$ cat src/rtl/fir_coef_loader.sv
// fir_coef_loader: buffers FIR coefficient writes per filter/tap and drains them to a coefficient RAM.
// Define COEF_CHECKSUM_EN to enable the running XOR checksum of accepted coefficients.
module fir_coef_loader #(
    parameter int num_of_filters = 4,
    parameter int FIFO_DEPTH     = 4,
    localparam int FW = (num_of_filters > 1) ? $clog2(num_of_filters) : 1
) (
    input  logic          clk,
    input  logic          reset,
    input  logic          coef_wr_stb,
    input  logic [7:0]    coef_lsb,
    input  logic [7:0]    coef_msb,
    input  logic [7:0]    filter_select,
    input  logic [7:0]    taps_per_filter,
    input  logic          ptr_clr,
    input  logic          err_clr,
    input  logic          ram_ready,
    output logic          coef_ram_we,
    output logic [FW+7:0] coef_ram_addr,
    output logic [15:0]   coef_ram_data,
    output logic [7:0]    tap_ptr,
    output logic          filter_loaded,
    output logic [2:0]    err_flags,
    output logic [15:0]   coef_checksum
);
    localparam int AW = $clog2(FIFO_DEPTH);
    localparam int EW = FW + 24;
    localparam logic [8:0] NF = 9'(num_of_filters);
    localparam logic [AW:0] DEPTH_C = (AW + 1)'(FIFO_DEPTH);

    typedef enum logic [1:0] {EMPTY, LOADING, FULL} tap_state_t;

    tap_state_t    state, eff_state;
    logic [7:0]    eff_ptr, tap_ptr_next;
    logic          sel_ok, sel_err, overrun_err, fifo_ovf, push, pop, fifo_full, fifo_empty;
    logic [EW-1:0] mem [FIFO_DEPTH];
    logic [AW-1:0] wr_ptr, rd_ptr;
    logic [AW:0]   count;

    // ptr_clr takes effect before a coincident strobe is judged, so acceptance uses eff_ptr
    always_comb begin
        state        = (tap_ptr >= taps_per_filter) ? FULL : (tap_ptr == 8'd0) ? EMPTY : LOADING;
        eff_ptr      = ptr_clr ? 8'd0 : tap_ptr;
        eff_state    = (eff_ptr >= taps_per_filter) ? FULL : (eff_ptr == 8'd0) ? EMPTY : LOADING;
        sel_ok       = {1'b0, filter_select} < NF;
        sel_err      = coef_wr_stb && !sel_ok;
        overrun_err  = coef_wr_stb && sel_ok && eff_state == FULL;
        fifo_ovf     = coef_wr_stb && sel_ok && eff_state != FULL && fifo_full;
        push         = coef_wr_stb && sel_ok && eff_state != FULL && !fifo_full;
        tap_ptr_next = push ? eff_ptr + 8'd1 : eff_ptr;
    end

    assign filter_loaded = state == FULL;
    assign fifo_full     = count == DEPTH_C;
    assign fifo_empty    = count == '0;
    assign pop           = !fifo_empty && ram_ready;

    always_ff @(posedge clk) begin
        if (push) mem[wr_ptr] <= {filter_select[FW-1:0], eff_ptr, coef_msb, coef_lsb};
    end

    always_ff @(posedge clk or posedge reset) begin
        if (reset) begin
            tap_ptr       <= '0;
            err_flags     <= '0;
            wr_ptr        <= '0;
            rd_ptr        <= '0;
            count         <= '0;
            coef_ram_we   <= 1'b0;
            coef_ram_addr <= '0;
            coef_ram_data <= '0;
        end else begin
            tap_ptr     <= tap_ptr_next;
            err_flags   <= (err_clr ? 3'b000 : err_flags) | {sel_err, overrun_err, fifo_ovf};
            wr_ptr      <= push ? wr_ptr + AW'(1) : wr_ptr;
            rd_ptr      <= pop ? rd_ptr + AW'(1) : rd_ptr;
            count       <= count + (AW + 1)'(push) - (AW + 1)'(pop);
            coef_ram_we <= pop;
            if (pop) {coef_ram_addr, coef_ram_data} <= mem[rd_ptr];
        end
    end

`ifdef COEF_CHECKSUM_EN
    logic [15:0] csum;
    always_ff @(posedge clk or posedge reset) begin
        if (reset) csum <= '0;
        else       csum <= (ptr_clr ? 16'h0 : csum) ^ (push ? {coef_msb, coef_lsb} : 16'h0);
    end
    assign coef_checksum = csum;
`else
    assign coef_checksum = 16'h0000;
`endif
endmodule
$ cat config.mk
export PLATFORM = sky130hd
export DESIGN_NAME = fir_coef_loader
export DESIGN_NICKNAME = d
export VERILOG_FILES = /design/src/rtl/fir_coef_loader.sv
export SDC_FILE = /design/constraint.sdc
export NUM_CORES = 1
export LEC_CHECK = 0
export CORE_MARGIN = 1.5
export CORE_UTILIZATION = 54
export CTS_CLUSTER_SIZE = 12
export DETAILED_ROUTE_END_ITERATION = 16
export GPL_TIMING_DRIVEN = 0
export PLACE_DENSITY = 0.78
export RECOVER_POWER = 25
export SYNTH_ARGS = -nofsm -noshare
export SYNTH_HDL_FRONTEND = slang
export SYNTH_SLANG_ARGS = --single-unit
$ cat constraint.sdc
create_clock -name clk -period 3.9 [get_ports clk]
set_input_delay 0.975 -clock clk [delete_from_list [all_inputs] [get_ports clk]]
set_output_delay 0.975 -clock clk [all_outputs]
set_load 0.05 [all_outputs]
Yosys cells after proc, flatten, opt, wreduce, memory -nomap -nowiden
Memories as Yosys holds them, arrays and structs flattened. A register that Yosys moved wholly into a read port is not among the register bits.
Index checks and enable logic that the tools add are counted.
Widths: inputs -> output; s select.
- logic and storage cells: 42
- output and inout bits: 55
- flip-flop bits (word level): 19
- memories kept: 1
- input port bits: 38
- memory bits (writable): 104
- add/subtract/negate cells: 5
- muxes and demuxes: 9
- reductions and logical operators: 13
- bitwise gates (word level): 1
- $lt $le $gt $ge: 3
- eq/ne operators: 4
- memory list (memory ; words ; width ; rd ports ; clocked after memory_dff ; write ports ; line ; text):
    mem ; 4 ; 26 ; 1 ; 1 ; 1 ; 36 ; logic [EW-1:0] mem [FIFO_DEPTH];
- operator list (cell ; number):
    $ge 8x8->1 ; 2
    $logic_not 8->1 ; 2
    $mux 8 ; 2
    $add 8x1->8 const B ; 1
    $lt 8x3->1 const B ; 1
    $logic_and 1x1->1 ; 7
    $add 2x1->2 const B ; 2
    $eq 2x2->1 const B ; 2
    $mux 1 ; 4
    $mux 2 ; 2
    $add 3x1->3 ; 1
    $eq 3x3->1 const B ; 1
    $logic_not 1->1 ; 3
    $logic_not 3->1 ; 1
    $mux 3 ; 1
    $or 3x3->3 ; 1
    $sub 3x1->3 ; 1
    $ne 2x2->1 const B ; 1

Longest topological paths before layout
- word-level depth: 9
- depth in mapped cells: 12
- depth with buffers taken out: 11

Least setup slack after synthesis
No wires, ideal clock.
- kind: in2reg
- start: input port ptr_clr
- end: memory mem[0][0] in the netlist's numbering (enable)
- path buffers: 1
- stages on the path: 7
- setup time: 0.385 ns
- data arrival time: 3.044 ns
- data required time: 3.515 ns
- path slack: 0.470 ns
- cells stage by stage: and2b_1 -> ha_1 -> a211o_1 -> a221oi_2 -> o21a_2 -> buf_4 -> and3_1
- longest elaborated chain between the ends: 9
- elaborated cells on any way between the ends: 10
- those cells by class: order compare: 1; eq/ne: 1; mux: 5; reduce/logical: 3
- ends and longest elaborated chain (what ; line ; text):
    from (decl) ; 15 ; input logic ptr_clr,
    $mux 8 (*) ; 43 ; eff_ptr = ptr_clr ? 8'd0 : tap_ptr;
    parallel branches: the longest is 2 deep, another holds $ge 8x8->1 ; n/a ;
    $mux 2 (*) ; 44 ; eff_state = (eff_ptr >= taps_per_filter) ? FULL : (eff_ptr == 8'd0) ? EMPTY : LOADING;
    $ne 2x2->1 (*) ; 49 ; push = coef_wr_stb && sel_ok && eff_state != FULL && !fifo_full;
    $logic_and 1x1->1 (*) (2 in a row) ; 49 ;
    $mux 1 (*) ; 59 ; if (push) mem[wr_ptr] <= {filter_select[FW-1:0], eff_ptr, coef_msb, coef_lsb};
    $mux 1 (not written as such) (*) ; 59 ;
    to (decl) ; 36 ;
Every way passes the cells marked *.

Worst setup path after layout
- start: input port ptr_clr
- end: register count[2]
- longest elaborated chain between the ends: 9
- elaborated cells on any way between the ends: 10
- those cells by class: add/sub: 2; order compare: 1; eq/ne: 1; mux: 3; reduce/logical: 3
- ends and longest elaborated chain (what ; line ; text):
    $mux 8 (*) ; 43 ;
    net eff_ptr[4] ; 34 ; logic [7:0] eff_ptr, tap_ptr_next;
    parallel branches: the longest is 2 deep, another holds $ge 8x8->1 ; n/a ;
    $mux 2 (*) ; 44 ;
    $ne 2x2->1 (*) ; 49 ;
    $logic_and 1x1->1 (*) (2 in a row) ; 49 ;
    $add 3x1->3 (*) ; 77 ; count <= count + (AW + 1)'(push) - (AW + 1)'(pop);
    $sub 3x1->3 (*) ; 77 ;
    to (signal assigned) ; 77 ;
    to (decl) ; 38 ; logic [AW:0] count;
Mark *: on every way through the listed nets, which the timed path passes.
A chain may end at the register's enable or synchronous reset.

==> metrics.txt <==
clk_lat worst skew=0.41 ns; crit path buf inv count=3; initial antenna violation count=0; largest family of logic cells by synthesized area=multiplexers; PortBufs=76; setup TNS=0 ns; CTS buffer count=17; WHS=0.4785 ns; crit-path cells=dlygate4sd2_1 > and2b_1 > ha_1 > and4_1 > a221oi_2 > o21a_2 > and2_4 > buf_6 > ha_1 > inv_1 > fa_1 > xnor2_1 > xnor2_1; Die H=110.5 um; H-tree levels=4; HPWL after detailed placement=7602 um; largest net degree at the start of global routing=27; Hold Path Class=register to register; critical path data required time=4.23 ns; root buf cell=clkbuf_16; DRT iter0 DRCs=258; Cell variety after synth=45; Post-CTS Setup Bufs=0; GRT Total Usage=20.50%; Clock Skew=0.01303 ns; Ys Warns=0; placed cell area=0.007256 sq mm; Largest stage delay, worst path=0.41 ns; worst relative slew slack=38.09%; top-count cell post-synth=edfxtp_1; Die W=110.5 um; first-pass GRT wire length=19250 um; Async S/R FF share, synth=30.20%; gpl congestion=0.7878; top post-synthesis cells by count=edfxtp_1 (104), nand2_1 (85), dfrtp_1 (45), mux4_2 (26), ha_1 (22); drt drc=0; final setup fails=0; unrepaired setup endpoints after global routing=false; Final Slew Violations=0; Final ANT Viol Nets=0; drt pass-1 iters=4; largest buffer count on any clock path=2; Layout Nets=570; run status=completed; fmax=269.7 MHz; Area Growth Syn to Fin=25.17%; Peak VDD IR=425.8 uV; Final Worst Setup Slack=0.1918 ns; CP max-delay cell=fa_1; post-synthesis mux area share=9.625%; Final Cycle Share=95.08%; FP Rows=39; post-synthesis sequential area ratio=68.10%; Worst setup SP type=input pin; flops & latches, synth=149; ranking of synthesized cells by area=edfxtp_1 (50%), dfrtp_1 (18%), mux4_2 (9.4%); syn_area_per_cell=15.68 sq um; XOR/XNOR share of the synthesized area=1.684%; core area=0.01132 sq mm; Synth area leader=edfxtp_1; cells after synthesis=398; WL final=11810 um; nature of the critical path endpoint=register; Post-Synth Adder-Cell Area=4.732%; Final Hold Fails=0; CTS tree=yes; DIE AREA=0.01221 sq mm; Initial Utilization=55.12%; overflow left after global routing=0; ANT cells=0; CP Data Arrival Time=4.03 ns; vias in the first global route=3795; Post-synth EDFFs=104; kind of critical path=input pin to register; Main synth FF type=edfxtp_1; via count=3528; post-route cell area=0.007810 sq mm; post-DR wirelength/cell=17.75 um; CTS clk-pin slew, worst paths=0.06 ns; Worst path top cell family by delay=adder cells; post-synthesis instance area=0.006240 sq mm; P per Cell Area=651.5 mW/mm^2; IO Pins=93; clk sinks=149; minimum clock period=3.708 ns; Synth top area share=50.05%; Post-Synth Simple-Gate Area=8.663%; MaxCap Viol Count=0; share of layout cells above drive strength 1=19.35%; Synth Area in Compound Gates=2.787%; Place WS=-0.8853 ns; leakage power=0.003180 uW; vias per inst=5.305; Least-Margin Pin Slew=0.9276 ns; critical path peak fanout=8
[sequential cells by signal, summed over array words and instances, names as in the netlist]
register and flops:
coef_ram_addr 10, rd_ptr 2, err_flags 3, mem 104, wr_ptr 2, coef_ram_we 1
tap_ptr 8, count 3, coef_ram_data 16
[worst paths after layout]
check,startpoint,to,slack [ns],depth (start not counted)
max,ptr_clr,count[2],0.19,13
min,coef_ram_addr[4],coef_ram_addr[4],0.48,2
max reg2reg,count[2],count[2],0.49,10
min reg2reg,coef_ram_addr[4],coef_ram_addr[4],0.48,2
max in group asynchronous,reset,coef_ram_addr[5],2.03,3
min in group asynchronous,reset,coef_ram_data[8],1.20,2
[layer usage]
| metal | global-route usage, % | wire [um] |
|---|---|---|
| met4 | 5.299 | 48 |
| met1 | 27.54 | 5197 |
| met5 | 0 | 0 |
| met3 | 5.269 | 566 |
| met2 | 33.83 | 5992 |
[worst register-to-register path, stage by stage, from the launching register on]
cell and delay, ns:
dfrtp_1 0.46, o31ai_2 0.78, inv_2 0.26, clkbuf_1 0.36, ha_1 0.40, inv_1 0.06
ha_1 0.14, inv_1 0.06, fa_1 0.41, xnor2_1 0.25, xnor2_1 0.15
[cells by family (layout without fill, tap and decap cells)]
group / after synthesis / count (layout)
muxes: 27 / 27
other: 1 / 16
xor gates and xnor gates: 12 / 12
buffers and inverters: 50 / 159
DFF: 149 / 149
and+or+nand+nor: 117 / 117
adders and majority gates: 23 / 23
AOI/OAI and AO/OA: 19 / 19
[repair_timing]
| action | 4_1_cts | 5_1_grt |
|---|---|---|
| gates resized for setup | 7 | 5 |
| pin swaps | 0 | 0 |
| hold buffers | 0 | 0 |
| hold endpoints to repair | 0 | 0 |
| gates cloned | 0 | 0 |
| endpoints found under the setup margin | 106 | 2 |
[where the power goes]
group / internal (uW) / leakage (uW) / total (uW) / switching, uW
clock: 831 / 0.000258 / 1500 / 671
sequential: 1860 / 0.00155 / 1980 / 114
combinational: 616 / 0.00137 / 1610 / 993
total: 3310 / 0.00318 / 5090 / 1780
[cells in the final DEF, fill, tap and decap left out, types with 7 or more instances in the layout]
cell,n
xnor2_1,10
edfxtp_1,104
ha_1,22
mux4_2,26
buf_4,17
clkbuf_16,17
nand2_1,85
inv_1,20
dfrtp_1,45
dlygate4sd3_1,19
clkdlybuf4s50_1,55
clkbuf_1,7
conb_1,16
[final cells by class]
class	instances	area, sq um
timing repair buffer	77	774.5
inverter	21	78.83
buffer	29	192.7
sequential	149	4249
tap	143	178.9
multi-input combinational	214	1788
fill	778	3511
clock inverter	14	118.9
clock buffer	18	429.2
[through the flow]
| stage | util, % | total power, uW | std cells |
|---|---|---|---|
| final | 68.99 | 5088 | 665 |
| after global routing | 68.99 | 5300 | 665 |
| after CTS | 68.97 | 5130 | 665 |
| after detailed placement | 64.09 | 3619 | 633 |
| after global placement | 63.91 | 3567 | 632 |
| after floorplan | - | 3125 | 413 |
No activity file was read; power rests on OpenSTA's default activity.
